## src/rtl/pe_stream_ctrl.sv

```systemverilog
`default_nettype none
// ============================================================================
//  Module   : pe_stream_ctrl
//  Purpose  : Feeds one PE with config, filter, ifmap and ipsum words fetched
//             from a local buffer, and collects returned opsums.
//  Revision : 1.0
// ============================================================================
module pe_stream_ctrl #(
    parameter int ADDR_W      = 12,
    parameter int DATA_BITS   = 32,
    parameter int CONFIG_SIZE = 13
) (
    input  logic                   clk,
    input  logic                   rst,
    input  logic                   start,
    input  logic [CONFIG_SIZE-1:0] cfg,
    input  logic [ADDR_W-1:0]      filter_base,
    input  logic [ADDR_W-1:0]      ifmap_base,
    input  logic [ADDR_W-1:0]      ipsum_base,
    input  logic [ADDR_W-1:0]      opsum_base,
    output logic                   busy,
    output logic                   done,
    output logic                   rd_en,
    output logic [ADDR_W-1:0]      rd_addr,
    input  logic [DATA_BITS-1:0]   rd_data,
    output logic                   wr_en,
    output logic [ADDR_W-1:0]      wr_addr,
    output logic [DATA_BITS-1:0]   wr_data,
    output logic                   PE_en,
    output logic [CONFIG_SIZE-1:0] i_config,
    output logic [DATA_BITS-1:0]   filter,
    output logic                   filter_valid,
    input  logic                   filter_ready,
    output logic [DATA_BITS-1:0]   ifmap,
    output logic                   ifmap_valid,
    input  logic                   ifmap_ready,
    output logic [DATA_BITS-1:0]   depthwise_ipsum,
    output logic                   depthwise_ipsum_valid,
    input  logic                   depthwise_ipsum_ready,
    output logic [DATA_BITS-1:0]   pointwise_ipsum,
    output logic                   pointwise_ipsum_valid,
    input  logic                   pointwise_ipsum_ready,
    input  logic [DATA_BITS-1:0]   opsum,
    input  logic                   opsum_valid,
    output logic                   opsum_ready
);
    localparam logic [2:0] S_IDLE   = 3'd0;
    localparam logic [2:0] S_CFG    = 3'd1;
    localparam logic [2:0] S_FILTER = 3'd2;
    localparam logic [2:0] S_IFMAP  = 3'd3;
    localparam logic [2:0] S_IPSUM  = 3'd4;
    localparam logic [2:0] S_PIPSUM = 3'd5;
    localparam logic [2:0] S_OPSUM  = 3'd6;
    localparam logic [2:0] S_DONE   = 3'd7;

    logic [2:0]             state_q, state_d;
    logic [CONFIG_SIZE-1:0] cfg_q, cfg_d;
    logic [ADDR_W-1:0]      fbase_q, fbase_d, ibase_q, ibase_d;
    logic [ADDR_W-1:0]      pbase_q, pbase_d, obase_q, obase_d;
    logic [4:0]             col_q, col_d, rd_cnt_q, rd_cnt_d, tx_cnt_q, tx_cnt_d;
    logic [DATA_BITS-1:0]   hold_q, hold_d;
    logic                   hold_vld_q, hold_vld_d, pend_q, pend_d;

    logic                   dw;
    logic [4:0]             p_n, q_n, r_n, total;
    logic [ADDR_W-1:0]      p_a, q_a, r_a, col_a, cw, rd_addr_w;
    logic                   send_st, ready_cur, out_vld, hs, issue, last_hs, wr_fire;
    logic [DATA_BITS-1:0]   out_word;

    assign dw    = cfg_q[12];
    assign p_n   = 5'(cfg_q[8:7]) + 5'd1;
    assign q_n   = 5'(cfg_q[1:0]) + 5'd1;
    assign r_n   = 5'(cfg_q[11:10]) + 5'd1;
    assign p_a   = ADDR_W'(p_n);
    assign q_a   = ADDR_W'(q_n);
    assign r_a   = ADDR_W'(r_n);
    assign col_a = ADDR_W'(col_q);
    // Per-column ipsum stride: depthwise columns also carry 4 pointwise words.
    assign cw    = col_a * (dw ? (q_a + ADDR_W'(4)) : p_a);

    always_comb begin
        total     = 5'd0;
        ready_cur = 1'b0;
        rd_addr_w = '0;
        case (state_q)
            S_FILTER: begin
                total     = p_n * r_n;
                ready_cur = filter_ready;
                rd_addr_w = fbase_q + ADDR_W'(rd_cnt_q);
            end
            S_IFMAP: begin
                total     = (col_q == 5'd0) ? r_n : 5'd1;
                ready_cur = ifmap_ready;
                rd_addr_w = (col_q == 5'd0) ? ibase_q + ADDR_W'(rd_cnt_q)
                                            : ibase_q + r_a + col_a - ADDR_W'(1);
            end
            S_IPSUM: begin
                total     = dw ? q_n : p_n;
                ready_cur = depthwise_ipsum_ready;
                rd_addr_w = pbase_q + cw + ADDR_W'(rd_cnt_q);
            end
            S_PIPSUM: begin
                total     = 5'd4;
                ready_cur = pointwise_ipsum_ready;
                rd_addr_w = pbase_q + cw + q_a + ADDR_W'(rd_cnt_q);
            end
            default: ;
        endcase
    end

    // The output word is either the held word or the read landing this cycle,
    // which lets a refill overlap a handshake for one word per cycle.
    assign send_st  = (state_q == S_FILTER) || (state_q == S_IFMAP) ||
                      (state_q == S_IPSUM)  || (state_q == S_PIPSUM);
    assign out_vld  = send_st && (hold_vld_q || pend_q);
    assign out_word = hold_vld_q ? hold_q : rd_data;
    assign hs       = out_vld && ready_cur;
    assign issue    = send_st && (rd_cnt_q < total) && (!out_vld || hs);
    assign last_hs  = hs && (tx_cnt_q == total - 5'd1);
    assign wr_fire  = (state_q == S_OPSUM) && opsum_valid;

    always_comb begin
        logic phase_end;
        phase_end  = 1'b0;
        state_d    = state_q;
        cfg_d      = cfg_q;
        fbase_d    = fbase_q;
        ibase_d    = ibase_q;
        pbase_d    = pbase_q;
        obase_d    = obase_q;
        col_d      = col_q;
        rd_cnt_d   = rd_cnt_q + (issue ? 5'd1 : 5'd0);
        tx_cnt_d   = tx_cnt_q + (hs ? 5'd1 : 5'd0);
        hold_d     = hold_q;
        hold_vld_d = hold_vld_q;
        pend_d     = issue;
        if (pend_q && !hs) begin
            hold_d     = rd_data;
            hold_vld_d = 1'b1;
        end else if (hs) begin
            hold_vld_d = 1'b0;
        end
        case (state_q)
            S_IDLE: if (start) begin
                cfg_d   = cfg;
                fbase_d = filter_base;
                ibase_d = ifmap_base;
                pbase_d = ipsum_base;
                obase_d = opsum_base;
                col_d   = 5'd0;
                state_d = S_CFG;
            end
            S_CFG: begin
                state_d   = S_FILTER;
                phase_end = 1'b1;
            end
            S_FILTER: if (last_hs) begin
                state_d   = S_IFMAP;
                phase_end = 1'b1;
            end
            S_IFMAP: if (last_hs) begin
                state_d   = S_IPSUM;
                phase_end = 1'b1;
            end
            S_IPSUM: if (last_hs) begin
                state_d   = dw ? S_PIPSUM : S_OPSUM;
                phase_end = 1'b1;
            end
            S_PIPSUM: if (last_hs) begin
                state_d   = S_OPSUM;
                phase_end = 1'b1;
            end
            S_OPSUM: if (wr_fire) begin
                tx_cnt_d = tx_cnt_q + 5'd1;
                if (tx_cnt_q == p_n - 5'd1) begin
                    phase_end = 1'b1;
                    if (col_q == cfg_q[6:2]) begin
                        state_d = S_DONE;
                    end else begin
                        col_d   = col_q + 5'd1;
                        state_d = S_IFMAP;
                    end
                end
            end
            S_DONE:  state_d = S_IDLE;
            default: state_d = S_IDLE;
        endcase
        if (phase_end) begin
            rd_cnt_d = 5'd0;
            tx_cnt_d = 5'd0;
        end
    end

    always_ff @(posedge clk) begin
        if (rst) begin
            state_q    <= S_IDLE;
            cfg_q      <= '0;
            fbase_q    <= '0;
            ibase_q    <= '0;
            pbase_q    <= '0;
            obase_q    <= '0;
            col_q      <= '0;
            rd_cnt_q   <= '0;
            tx_cnt_q   <= '0;
            hold_q     <= '0;
            hold_vld_q <= 1'b0;
            pend_q     <= 1'b0;
        end else begin
            state_q    <= state_d;
            cfg_q      <= cfg_d;
            fbase_q    <= fbase_d;
            ibase_q    <= ibase_d;
            pbase_q    <= pbase_d;
            obase_q    <= obase_d;
            col_q      <= col_d;
            rd_cnt_q   <= rd_cnt_d;
            tx_cnt_q   <= tx_cnt_d;
            hold_q     <= hold_d;
            hold_vld_q <= hold_vld_d;
            pend_q     <= pend_d;
        end
    end

    assign busy                  = (state_q != S_IDLE);
    assign done                  = (state_q == S_DONE);
    assign PE_en                 = (state_q == S_CFG);
    assign i_config              = cfg_q;
    assign rd_en                 = issue;
    assign rd_addr               = issue ? rd_addr_w : '0;
    assign opsum_ready           = (state_q == S_OPSUM);
    assign wr_en                 = wr_fire;
    assign wr_addr               = wr_fire ? (obase_q + col_a * p_a + ADDR_W'(tx_cnt_q)) : '0;
    assign wr_data               = wr_fire ? opsum : '0;
    assign filter_valid          = out_vld && (state_q == S_FILTER);
    assign ifmap_valid           = out_vld && (state_q == S_IFMAP);
    assign depthwise_ipsum_valid = out_vld && (state_q == S_IPSUM);
    assign pointwise_ipsum_valid = out_vld && (state_q == S_PIPSUM);
    assign filter                = filter_valid          ? out_word : '0;
    assign ifmap                 = ifmap_valid           ? out_word : '0;
    assign depthwise_ipsum       = depthwise_ipsum_valid ? out_word : '0;
    assign pointwise_ipsum       = pointwise_ipsum_valid ? out_word : '0;
endmodule
`default_nettype wire

```

## config.mk

```make
export PLATFORM = sky130hd
export DESIGN_NAME = pe_stream_ctrl
export DESIGN_NICKNAME = d
export VERILOG_FILES = /design/src/rtl/pe_stream_ctrl.sv
export SDC_FILE = /design/constraint.sdc
export NUM_CORES = 1
export LEC_CHECK = 0
export ABC_AREA = 1
export ABC_CLOCK_PERIOD_IN_PS = 6340
export BUFFER_PORTS_ARGS = -buffer_cell sky130_fd_sc_hd__buf_2
export CAP_MARGIN = 0
export CORE_MARGIN = 2
export CORE_UTILIZATION = 48
export DETAILED_ROUTE_END_ITERATION = 7
export PLACE_DENSITY = 0.79
export SLEW_MARGIN = 20
export SYNTH_ARGS = -nofsm -noshare
export SYNTH_HDL_FRONTEND = slang
export SYNTH_SLANG_ARGS = --single-unit
```

## constraint.sdc

```tcl
create_clock -name clk -period 6.34 [get_ports clk]
set_clock_uncertainty 0.15 [all_clocks]
set_input_delay 1.585 -clock clk [delete_from_list [all_inputs] [get_ports clk]]
set_output_delay 1.585 -clock clk [all_outputs]
set_load 0.1 [all_outputs]
```

==> results of run 1 <==
## area by class of cell
cell class | instances | area, µm² | share of cell area
multi-input cells | 1236 | 7750 | 0.537
repair buffers | 423 | 2550 | 0.177
flip-flops and latches | 113 | 2280 | 0.158
inverters | 237 | 918 | 0.0636
clock buffers | 18 | 439 | 0.0304
well taps | 280 | 350 | 0.0243
clock inverters | 14 | 154 | 0.0107
## metal layers
layer | routed length (µm) | up-vias | GRT usage | part of all wire
li1 | - | 6038 | - | -
met1 | 14200 | 5569 | 0.338 | 0.41
met2 | 17200 | 443 | 0.519 | 0.50
met3 | 1930 | 81 | 0.0422 | 0.056
met4 | 1210 | 0 | 0.112 | 0.035
met5 | 0 | - | 0 | 0
## sequential cells by signal, summed over array words and instances, names as in the netlist
signal and flops:
obase_q 12, rd_cnt_q 5, hold_vld_q 1, fbase_q 12, col_q 5, hold_q 32
pbase_q 12, ibase_q 12, state_q 3, i_config 13, tx_cnt_q 5, pend_q 1
## how the worst max path moves through the flow
stage / depth (start not counted) / from / slack (ns) / end
detailed placement: 28 / i_config[7] / -0.37 / rd_addr[10]
global placement: 29 / i_config[7] / -0.27 / rd_addr[10]
global route: 29 / i_config[7] / -0.99 / rd_addr[10]
finish: 28 / i_config[7] / -0.74 / rd_addr[10]
CTS: 28 / i_config[7] / -0.69 / rd_addr[8]
floorplan: 26 / i_config[7] / -0.70 / rd_addr[8]
## what timing repair did
item	CTS	global route
resized for setup	25	64
pin swaps	39	42
buffers inserted	12	7
endpoints found under the hold margin	0	0
endpoints found under the setup margin	14	19
## metrics by stage
| stage | setup WS, ns | utilization | TNS [ns] |
|---|---|---|---|
| after floorplan | -0.703 | - | -4.11 |
| after global placement | -0.269 | 0.614 | -1.09 |
| after detailed placement | -0.373 | 0.614 | -1.84 |
| after CTS | -0.689 | 0.649 | -5.02 |
| after global routing | -0.986 | 0.662 | -7.71 |
| final | -0.736 | 0.662 | -5.42 |
## report_power, final
part	switching, mW	internal (mW)
logic	1.84	0.839
clock network	0.388	0.593
registers	0.132	0.878
total	2.36	2.31
## logic make-up after synthesis
family / count (synthesis) / synth area share
fa+ha+maj: 138 / 0.186
buf+inv: 308 / 0.115
mux: 33 / 0.0309
flops: 113 / 0.212
compound gates: 245 / 0.123
xor+xnor: 27 / 0.0221
simple gates: 793 / 0.311
## cells in the mapped netlist (all sizes together) (6+ instances only)
master	instances
nor3	11
buf	29
clkbuf	42
ha	103
mux2i	33
inv	237
a21oi	115
fa	35
a31oi	6
xor2	19
xnor2	8
nor2	345
or2	10
dfxtp	113
nand4	20
nand2	280
nand3	121
o21ai	102
## worst register-to-register path, delay by kind of cell (launching register included)
kind | cells | cell delay, ns
AO/OA/AOI/OAI | 2 | 0.38
adder cells (fa/ha/maj) | 7 | 2.16
AND/OR/NAND/NOR | 10 | 0.78
flip-flops | 1 | 0.37
buffers and inverters | 5 | 0.57
XOR/XNOR | 1 | 0.15
==> summary.md, run 1 <==
| Metric | Value |
|---|---|
| Leakage | 7.45 nW |
| Final setup viols | 11 |
| Tmin final | 7.08 ns |
| Cells after synthesis | 1657 |
| Post-synthesis sequential element count | 113 |
| Hold buffers post-CTS | 0 |
| Fraction of layout cells with a size suffix above 1 | 0.299 |
| Root Buffer Master | clkbuf_16 |
| Fin worst setup slack | -0.736 ns |
| Initial Utilization | 0.489 |
| Failing checks | setup timing |
| Most frequent cells in the layout | nor2_1 (324), buf_2 (321), nand2_1 (257) |
| DR vias/cell | 5.23 |
| Row count | 54 |
| Clk pin slew, worst setup/hold paths | 0.06 ns |
| Port-buffer cells | 339 |
| Fin nets | 2299 |
| Pwr Density | 324 nW/µm² |
| Pre-Repair DR Iteration Count | 7 |
| CP most frequent cell | nand2_2 |
| Design Area, Final | 14400 µm² |
| Global Route Usage Sum | 0.286 |
| WL final | 34.5 mm |
| Max stage delay on crit path | 0.52 ns |
| Largest delay share family, worst path | adder cells |
| DR vias | 12100 |
| CTS tree | built |
| First-pass GRT wire length | 55.4 mm |
| CP Buf/Inv Count | 8 |
| # diodes | 0 |
| Critical setup path kind | register to output pin |
| WHS | 0.314 ns |
| Crit start category | register |
| Max cap viols | 0 |
| Vias in the first global route | 11700 |
| Finished Layout Cells | 2321 |
| Worst Hold Class | register to register |
| # placed instances | 2271 |
| Peak supply drop | 0.181 mV |
| Number of flops mapped to enable cells by yosys | 0 |
| R2r setup slk | 1.65 ns |
| Worst Hold End | fbase_q[8] |
| Main synth FF type | dfxtp_1 |
| Reg2Reg Depth | 25 |
| Register area share after synthesis | 0.212 |
| Crit path max fanout | 4 |
| Largest area contributor in the netlist | dfxtp_1 |
| Worst r2r src | i_config[7] |
| Largest cells by area after synthesis | dfxtp_1 (21%), ha_1 (12%), nor2_1 (12%), nand2_1 (9.6%), inv_1 (7.9%) |
| Power Total | 4.67 mW |
| Tightest Pin Transition | 1.03 ns |
| Slowest-stage cell, CP | fa_1 |
| Routed WL per cell | 14.9 µm |
| Synthesized net count | 1928 |
| Clock Latency Late Sink | 0.43 ns |
| Synth warnings | 0 |
| Die height | 153 µm |
| CP arrival | 5.34 ns |
| Commonest non-fill, non-tap cell in the layout | nor2_1 |
| Die width | 153 µm |
| Relative slew slack | 0.311 |
| Fmax | 0.141 GHz |
| Max-slew violations | 0 |
| Worst Path Required | 4.61 ns |
| Post-route ant nets | 0 |
| Initial DRC Count | 931 |
| Total gr overflow | 0 |
| Post-DP HPWL | 26.0 mm |
| Die area | 23500 µm² |
| Distinct cells, synth | 45 |
| Post-synthesis cell area | 10700 µm² |
| # fillers | 1883 |
| Dpl cell area | 13400 µm² |
| Worst Min Path Start | fbase_q[8] |
| Pin count of the biggest net entering global routing | 97 |
| Final hold vios | 0 |
| Synth async-reset ratio | 0 |
| Crit. End Element | output pin |
| Area Overhead vs Synth | 35.2% |
| RSZ-0062 raised after global routing | yes |
| Clk buf depth | 2 |
| Share of the synthesized area in the top cell type | 0.212 |
| Avg Cell Area, Syn | 6.44 µm² |
| DRC | 0 |
| Worst r2r dst | rd_cnt_q[4] |
| Io pins | 340 |
| Outcome | complete, but fails checks |
| Htree depth | 4 |
| Count of clock tree sinks | 113 |
| CTS buffer count | 17 |
| Hold path depth | 2 |
| Final period util | 1.12 |
| Initial antenna violation count | 0 |
| CORE AREA | 21800 µm² |
| GPL Wtd Cong | 0.919 |
Note: power is estimated with default switching activity, not from simulation.
==> run 2, diff against run 1 <==
ABC_CLOCK_PERIOD_IN_PS = 6400   (was 6340)
clock period = 6.4 ns   (was 6.34 ns; I/O delays follow)
==> summary.md, run 2 (synthesized netlist as in run 1, its figures left out) <==
| Metric | Value |
|---|---|
| Power Total | 4.68 mW (was 4.67 mW) |
| Final setup viols | 10 (was 11) |
| Worst r2r src | i_config[8] (was i_config[7]) |
| CORE AREA | 21800 µm² (unchanged) |
| CTS tree | built (unchanged) |
| Initial DRC Count | 982 (was 931) |
| Peak supply drop | 0.190 mV (was 0.181 mV) |
| Clk buf depth | 2 (unchanged) |
| Routed WL per cell | 15.0 µm (was 14.9 µm) |
| Crit start category | register (unchanged) |
| Worst r2r dst | rd_cnt_q[4] (unchanged) |
| P_int | 2.35 mW (was 2.31 mW) |
| GPL Wtd Cong | 0.931 (was 0.919) |
| Count of clock tree sinks | 113 (unchanged) |
| Initial Utilization | 0.489 (unchanged) |
| Fin worst setup slack | -0.730 ns (was -0.736 ns) |
| Fmax | 0.140 GHz |
| Finished Layout Cells | 2324 (was 2321) |
| Largest Register | hold_q (unchanged) |
| Fraction of layout cells with a size suffix above 1 | 0.297 (was 0.299) |
| Die width | 153 µm (unchanged) |
| Row count | 54 (unchanged) |
| Die area | 23500 µm² (unchanged) |
| Clock Latency Late Sink | 0.43 ns (about the same) |
| Outcome | complete, but fails checks (unchanged) |
| Post-route ant nets | 0 (unchanged) |
| Setup TNS | -5.28 ns (was -5.42 ns) |
| Final hold vios | 0 (unchanged) |
| WHS | 0.313 ns (was 0.314 ns) |
| Reg power frac | 0.214 (was 0.216) |
| Max-slew violations | 0 (unchanged) |
| Root Buffer Master | clkbuf_16 (unchanged) |
| # fillers | 1903 (was 1883) |
| Max cap viols | 0 (unchanged) |
| Psw | 2.32 mW (was 2.36 mW) |
| Switching part of the total | 0.497 (was 0.506) |
| Commonest non-fill, non-tap cell in the layout | nor2_1 (unchanged) |
| Max FFs per register | 32 (unchanged) |
| Pwr Density | 324 nW/µm² (about the same) |
| Pin count of the biggest net entering global routing | 53 (was 97) |
| WL final | 34.8 mm (was 34.5 mm) |
| Final period util | 1.11 |
| Dpl cell area | 13400 µm² (about the same) |
| Failing checks | setup timing (unchanged) |
| Critical setup path kind | register to output pin (unchanged) |
| First-pass GRT wire length | 56.8 mm (was 55.4 mm) |
| Hold path depth | 2 (unchanged) |
| Total gr overflow | 0 (unchanged) |
| Hold buffers post-CTS | 0 (unchanged) |
| Crit path max fanout | 4 (unchanged) |
| Post-DP HPWL | 26.4 mm (was 26.0 mm) |
| Pre-Repair DR Iteration Count | 6 (was 7) |
| Worst Hold Class | register to register (unchanged) |
| Worst Path Required | 4.65 ns (was 4.61 ns) |
| Clk pin slew, worst setup/hold paths | 0.06 ns (about the same) |
| Worst Hold End | fbase_q[9] (was fbase_q[8]) |
| Htree depth | 4 (unchanged) |
| Die height | 153 µm (unchanged) |
| Power share of the clock group | 0.220 (was 0.210) |
| Fin nets | 2301 (was 2299) |
| Initial antenna violation count | 2 (was 0) |
| Vias in the first global route | 12000 (was 11700) |
| Pre-CTS setup slack | -0.414 ns (was -0.373 ns) |
| Area Overhead vs Synth | 35.3% (was 35.2%) |
| DR vias/cell | 5.27 (was 5.23) |
| DRC | 0 (unchanged) |
| Tmin final | 7.13 ns |
| R2r setup slk | 1.48 ns (was 1.65 ns) |
| Port-buffer cells | 339 (unchanged) |
| Leakage | 7.48 nW (was 7.45 nW) |
| Global Route Usage Sum | 0.292 (was 0.286) |
| Tightest Pin Transition | 1.05 ns (was 1.03 ns) |
| Crit. End Element | output pin (unchanged) |
| Io pins | 340 (unchanged) |
| Design Area, Final | 14400 µm² (about the same) |
| Reg2Reg Depth | 26 (was 25) |
| Worst Min Path Start | fbase_q[9] (was fbase_q[8]) |
| CTS buffer count | 17 (unchanged) |
| Most frequent cells in the layout | nor2_1 (323), buf_2 (321), nand2_1 (255) (was nor2_1 (324), buf_2 (321), nand2_1 (257)) |
| DR vias | 12200 (was 12100) |
| Comb pwr share | 0.566 (was 0.574) |
| CP arrival | 5.38 ns (was 5.34 ns) |
| Core Util, Final | 0.662 (about the same) |
| # placed instances | 2271 (unchanged) |
| Relative slew slack | 0.302 (was 0.311) |
| RSZ-0062 raised after global routing | yes (unchanged) |
run 2: changes by cell type in the layout (fill, tap and decap cells not counted), moves of 3 or more:
cell and change:
nor2_4 -3, clkinv_4 +4, clkinvlp_4 -5, a21oi_2 -3
nand2_2 +3, nor2_2 +4
run 2: cell type report:
type | instances | area (µm²) | share of cell area
clock buffer | 18 | 429 | 0.0297
timing repair buffer | 425 | 2580 | 0.179
sequential | 113 | 2280 | 0.158
antenna | 1 | 2.50 | 0.000173
clock inverter | 14 | 203 | 0.0140
inverter | 237 | 917 | 0.0635
multi-input combinational | 1236 | 7680 | 0.532
tap | 280 | 350 | 0.0243
run 2: worst max-delay path: stages, from the launching register on:
cell	delay (ns)
dfxtp_4	0.37
inv_4	0.04
ha_4	0.27
inv_4	0.04
o21ai_4	0.15
nand2_2	0.08
fa_1	0.51
fa_1	0.43
fa_1	0.52
inv_2	0.05
ha_4	0.26
inv_2	0.04
nand2_2	0.06
nand2_2	0.07
xnor2_2	0.14
nand2_1	0.06
o21ai_1	0.07
ha_1	0.38
nand2_2	0.11
nor3_4	0.14
a21oi_2	0.08
nor2_2	0.15
nand3_2	0.13
buf_6	0.14
o21ai_2	0.13
nand3_2	0.09
a31oi_4	0.22
buf_12	0.19
run 2: power groups by stage:
| stage | clock network (mW) | logic (mW) | registers [mW] |
|---|---|---|---|
| after CTS | 1.04 | 2.58 | 0.998 |
| after global routing | 1.07 | 2.91 | 1.02 |
| after global placement | 0 | 2.46 | 1.00 |
| after detailed placement | 0 | 2.52 | 1.01 |
| after floorplan | 0 | 1.82 | 1.11 |
| final | 1.03 | 2.64 | 1.00 |
run 2: metal layers:
| metal | vias up | track usage | share of wire |
|---|---|---|---|
| li1 | 6045 | - | - |
| met1 | 5600 | 0.354 | 0.42 |
| met2 | 491 | 0.500 | 0.48 |
| met3 | 100 | 0.0593 | 0.067 |
| met4 | 2 | 0.131 | 0.036 |
| met5 | - | 0 | 0.00032 |
run 2: how the worst max path moves through the flow:
stage,start,endpoint,slack [ns],cells past startpoint
floorplan,i_config[7],rd_addr[8],-0.73,26
global placement,i_config[7],rd_addr[10],-0.24,29
detailed placement,i_config[7],rd_addr[8],-0.41,26
CTS,i_config[8],rd_addr[11],-0.67,30
global route,i_config[7],rd_addr[11],-0.99,31
finish,i_config[8],rd_addr[9],-0.73,27
run 2: what timing repair did:
action,CTS,global route
buffers inserted,11,10
gates resized for setup,39,33
cloned,0,0
pin swaps,46,27
setup endpoints to repair,13,19
==> run 3, diff against run 2 <==
PLACE_DENSITY = unset   (was 0.79)
PLACE_DENSITY_LB_ADDON = 0.15   (was unset)
==> summary.md, run 3 (synthesized netlist as in run 1, its figures left out) <==
| Metric | Value |
|---|---|
| Max cap viols | 0 (unchanged) |
| Clk pin slew, worst setup/hold paths | 0.06 ns (about the same) |
| Fin nets | 2292 (was 2301) |
| CTS buffer count | 17 (unchanged) |
| DR vias | 12000 (was 12200) |
| Most frequent cells in the layout | nor2_1 (324), buf_2 (321), nand2_1 (249) (was nor2_1 (323), buf_2 (321), nand2_1 (255)) |
| Pre-Repair DR Iteration Count | 5 (was 6) |
| Peak supply drop | 0.204 mV (was 0.190 mV) |
| Fin worst setup slack | -0.775 ns (was -0.730 ns) |
| Largest Register | hold_q (unchanged) |
| Total gr overflow | 0 (unchanged) |
| Tmin final | 7.18 ns (was 7.13 ns) |
| Reg2Reg Depth | 25 (was 26) |
| Pin count of the biggest net entering global routing | 72 (was 53) |
| Design Area, Final | 14500 µm² (was 14400 µm²) |
| First-pass GRT wire length | 56.2 mm (was 56.8 mm) |
| DR vias/cell | 5.19 (was 5.27) |
| Finished Layout Cells | 2313 (was 2324) |
| Worst Path Required | 4.65 ns (about the same) |
| Power Total | 4.64 mW (was 4.68 mW) |
| DRC | 0 (unchanged) |
| Hold path depth | 2 (unchanged) |
| Worst r2r dst | rd_cnt_q[4] (unchanged) |
| Reg power frac | 0.215 (was 0.214) |
| Leakage | 7.46 nW (was 7.48 nW) |
| Htree depth | 4 (unchanged) |
| Row count | 54 (unchanged) |
| Crit. End Element | output pin (unchanged) |
| M1 WL | 15.2 mm (was 14.6 mm) |
| Pwr Density | 320 nW/µm² (was 324 nW/µm²) |
| Final hold vios | 0 (unchanged) |
| Outcome | complete, but fails checks (unchanged) |
| Relative slew slack | 0.298 (was 0.302) |
| Wire length on met3 | 2.33 mm (about the same) |
| CP arrival | 5.43 ns (was 5.38 ns) |
| Crit start category | register (unchanged) |
| Clk buf depth | 2 (unchanged) |
| Die area | 23500 µm² (unchanged) |
| Clock Latency Late Sink | 0.43 ns (about the same) |
| # diodes | 0 (was 1) |
| Failing checks | setup timing (unchanged) |
| CORE AREA | 21800 µm² (unchanged) |
| WL met2 | 16.8 mm (was 16.6 mm) |
| Initial antenna violation count | 2 (unchanged) |
| Comb pwr share | 0.577 (was 0.566) |
| Die height | 153 µm (unchanged) |
| Global Route Usage Sum | 0.293 (was 0.292) |
| Uppermost routed layer | met5 (unchanged) |
| Root Buffer Master | clkbuf_16 (unchanged) |
| Worst r2r src | i_config[7] (was i_config[8]) |
| RSZ-0062 raised after global routing | yes (unchanged) |
| Initial DRC Count | 912 (was 982) |
| Fmax | 0.139 GHz (was 0.140 GHz) |
| Final setup viols | 10 (unchanged) |
| GPL Wtd Cong | 0.914 (was 0.931) |
| Area Overhead vs Synth | 35.9% (was 35.3%) |
| Critical setup path kind | register to output pin (unchanged) |
| CTS tree | built (unchanged) |
| Fraction of layout cells with a size suffix above 1 | 0.305 (was 0.297) |
| Max FFs per register | 32 (unchanged) |
| Post-route ant nets | 0 (unchanged) |
| Tightest Pin Transition | 1.05 ns (about the same) |
| Worst Min Path Start | i_config[9] (was fbase_q[9]) |
| Port-buffer cells | 339 (unchanged) |
| Final period util | 1.12 (was 1.11) |
| Power share of the clock group | 0.208 (was 0.220) |
| # placed instances | 2266 (was 2271) |
| Count of clock tree sinks | 113 (unchanged) |
| Worst Hold End | i_config[9] (was fbase_q[9]) |
| Vias in the first global route | 11500 (was 12000) |
| Core Util, Final | 0.665 (was 0.662) |
| Psw | 2.34 mW (was 2.32 mW) |
| Max stage delay on crit path | 0.54 ns (was 0.52 ns) |
| Switching part of the total | 0.506 (was 0.497) |
| Worst Hold Class | register to register (unchanged) |
| # fillers | 1973 (was 1903) |
| Dpl cell area | 13300 µm² (was 13400 µm²) |
| WL final | 35.5 mm (was 34.8 mm) |
| Setup TNS | -5.43 ns (was -5.28 ns) |
| Initial Utilization | 0.489 (unchanged) |
| Commonest non-fill, non-tap cell in the layout | nor2_1 (unchanged) |
| Crit path max fanout | 4 (unchanged) |
| CP most frequent cell | nand2_2 (unchanged) |
| Slowest-stage cell, CP | fa_1 (unchanged) |
| Die width | 153 µm (unchanged) |
| P_int | 2.29 mW (was 2.35 mW) |
| Io pins | 340 (unchanged) |
| Max-slew violations | 0 (unchanged) |
| Routed WL per cell | 15.3 µm (was 15.0 µm) |
| Post-DP HPWL | 27.0 mm (was 26.4 mm) |
| R2r setup slk | 1.81 ns (was 1.48 ns) |
[run 3: changes by cell type in the layout (fill, tap and decap cells not counted), moves of 4 or more]
cell,change
buf_4,-10
nand2_1,-6
ha_1,-5
ha_4,+5
o21ai_0,-4
nor2_2,-4
nand2_4,+5
[run 3: power by group through the flow]
stage	Combinational, mW	Clock [mW]	Sequential [mW]
after floorplan	1.82	0	1.11
after global placement	2.46	0	1.00
after detailed placement	2.49	0	1.01
after CTS	2.56	0.978	0.996
after global routing	2.95	1.01	1.02
final	2.67	0.965	0.997
[run 3: routing by layer]
| layer | global-route usage | vias up |
|---|---|---|
| met5 | 0 | - |
| li1 | - | 6019 |
| met2 | 0.490 | 439 |
| met1 | 0.374 | 5453 |
| met4 | 0.109 | 2 |
| met3 | 0.0601 | 83 |
[run 3: worst max path at each step]
stage	start	end	slack, ns	cells after the start
after floorplan	i_config[7]	rd_addr[8]	-0.73	26
after global placement	i_config[7]	rd_addr[8]	-0.22	26
after detailed placement	i_config[7]	rd_addr[8]	-0.37	26
after CTS	i_config[7]	rd_addr[10]	-0.66	29
after global routing	i_config[7]	rd_addr[11]	-1.0	28
final	i_config[7]	rd_addr[11]	-0.78	28
[run 3: cell type report]
type                    instances  area, µm²  share of cell area
inverters                     237        912              0.0629
flip-flops and latches        113       2280               0.157
repair buffers                416       2530               0.174
well taps                     280        350              0.0242
multi-input cells            1236       7860               0.542
clock buffers                  17        425              0.0293
clock inverters                14        155              0.0107
[run 3: metrics by stage]
stage               hold slack [ns]  setup slack [ns]
floorplan                     0.275            -0.730
global placement              0.296            -0.218
detailed placement            0.299            -0.369
CTS                           0.309            -0.660
global route                  0.343            -0.995
finish                        0.309            -0.775
[run 3: critical path, delay by kind of cell, from the launching register on]
family / cells / cell delay (ns)
xor gates and xnor gates: 1 / 0.09
AOI/OAI and AO/OA: 5 / 0.70
buffers and inverters: 4 / 0.32
adders and majority gates: 6 / 2.23
and+or+nand+nor: 12 / 1.29
DFF: 1 / 0.37
[run 3: what timing repair did]
action	in CTS	in global routing
resized for setup	37	79
buffers inserted	8	9
pin swaps	50	51
hold buffers	0	0
setup endpoints to repair	12	19
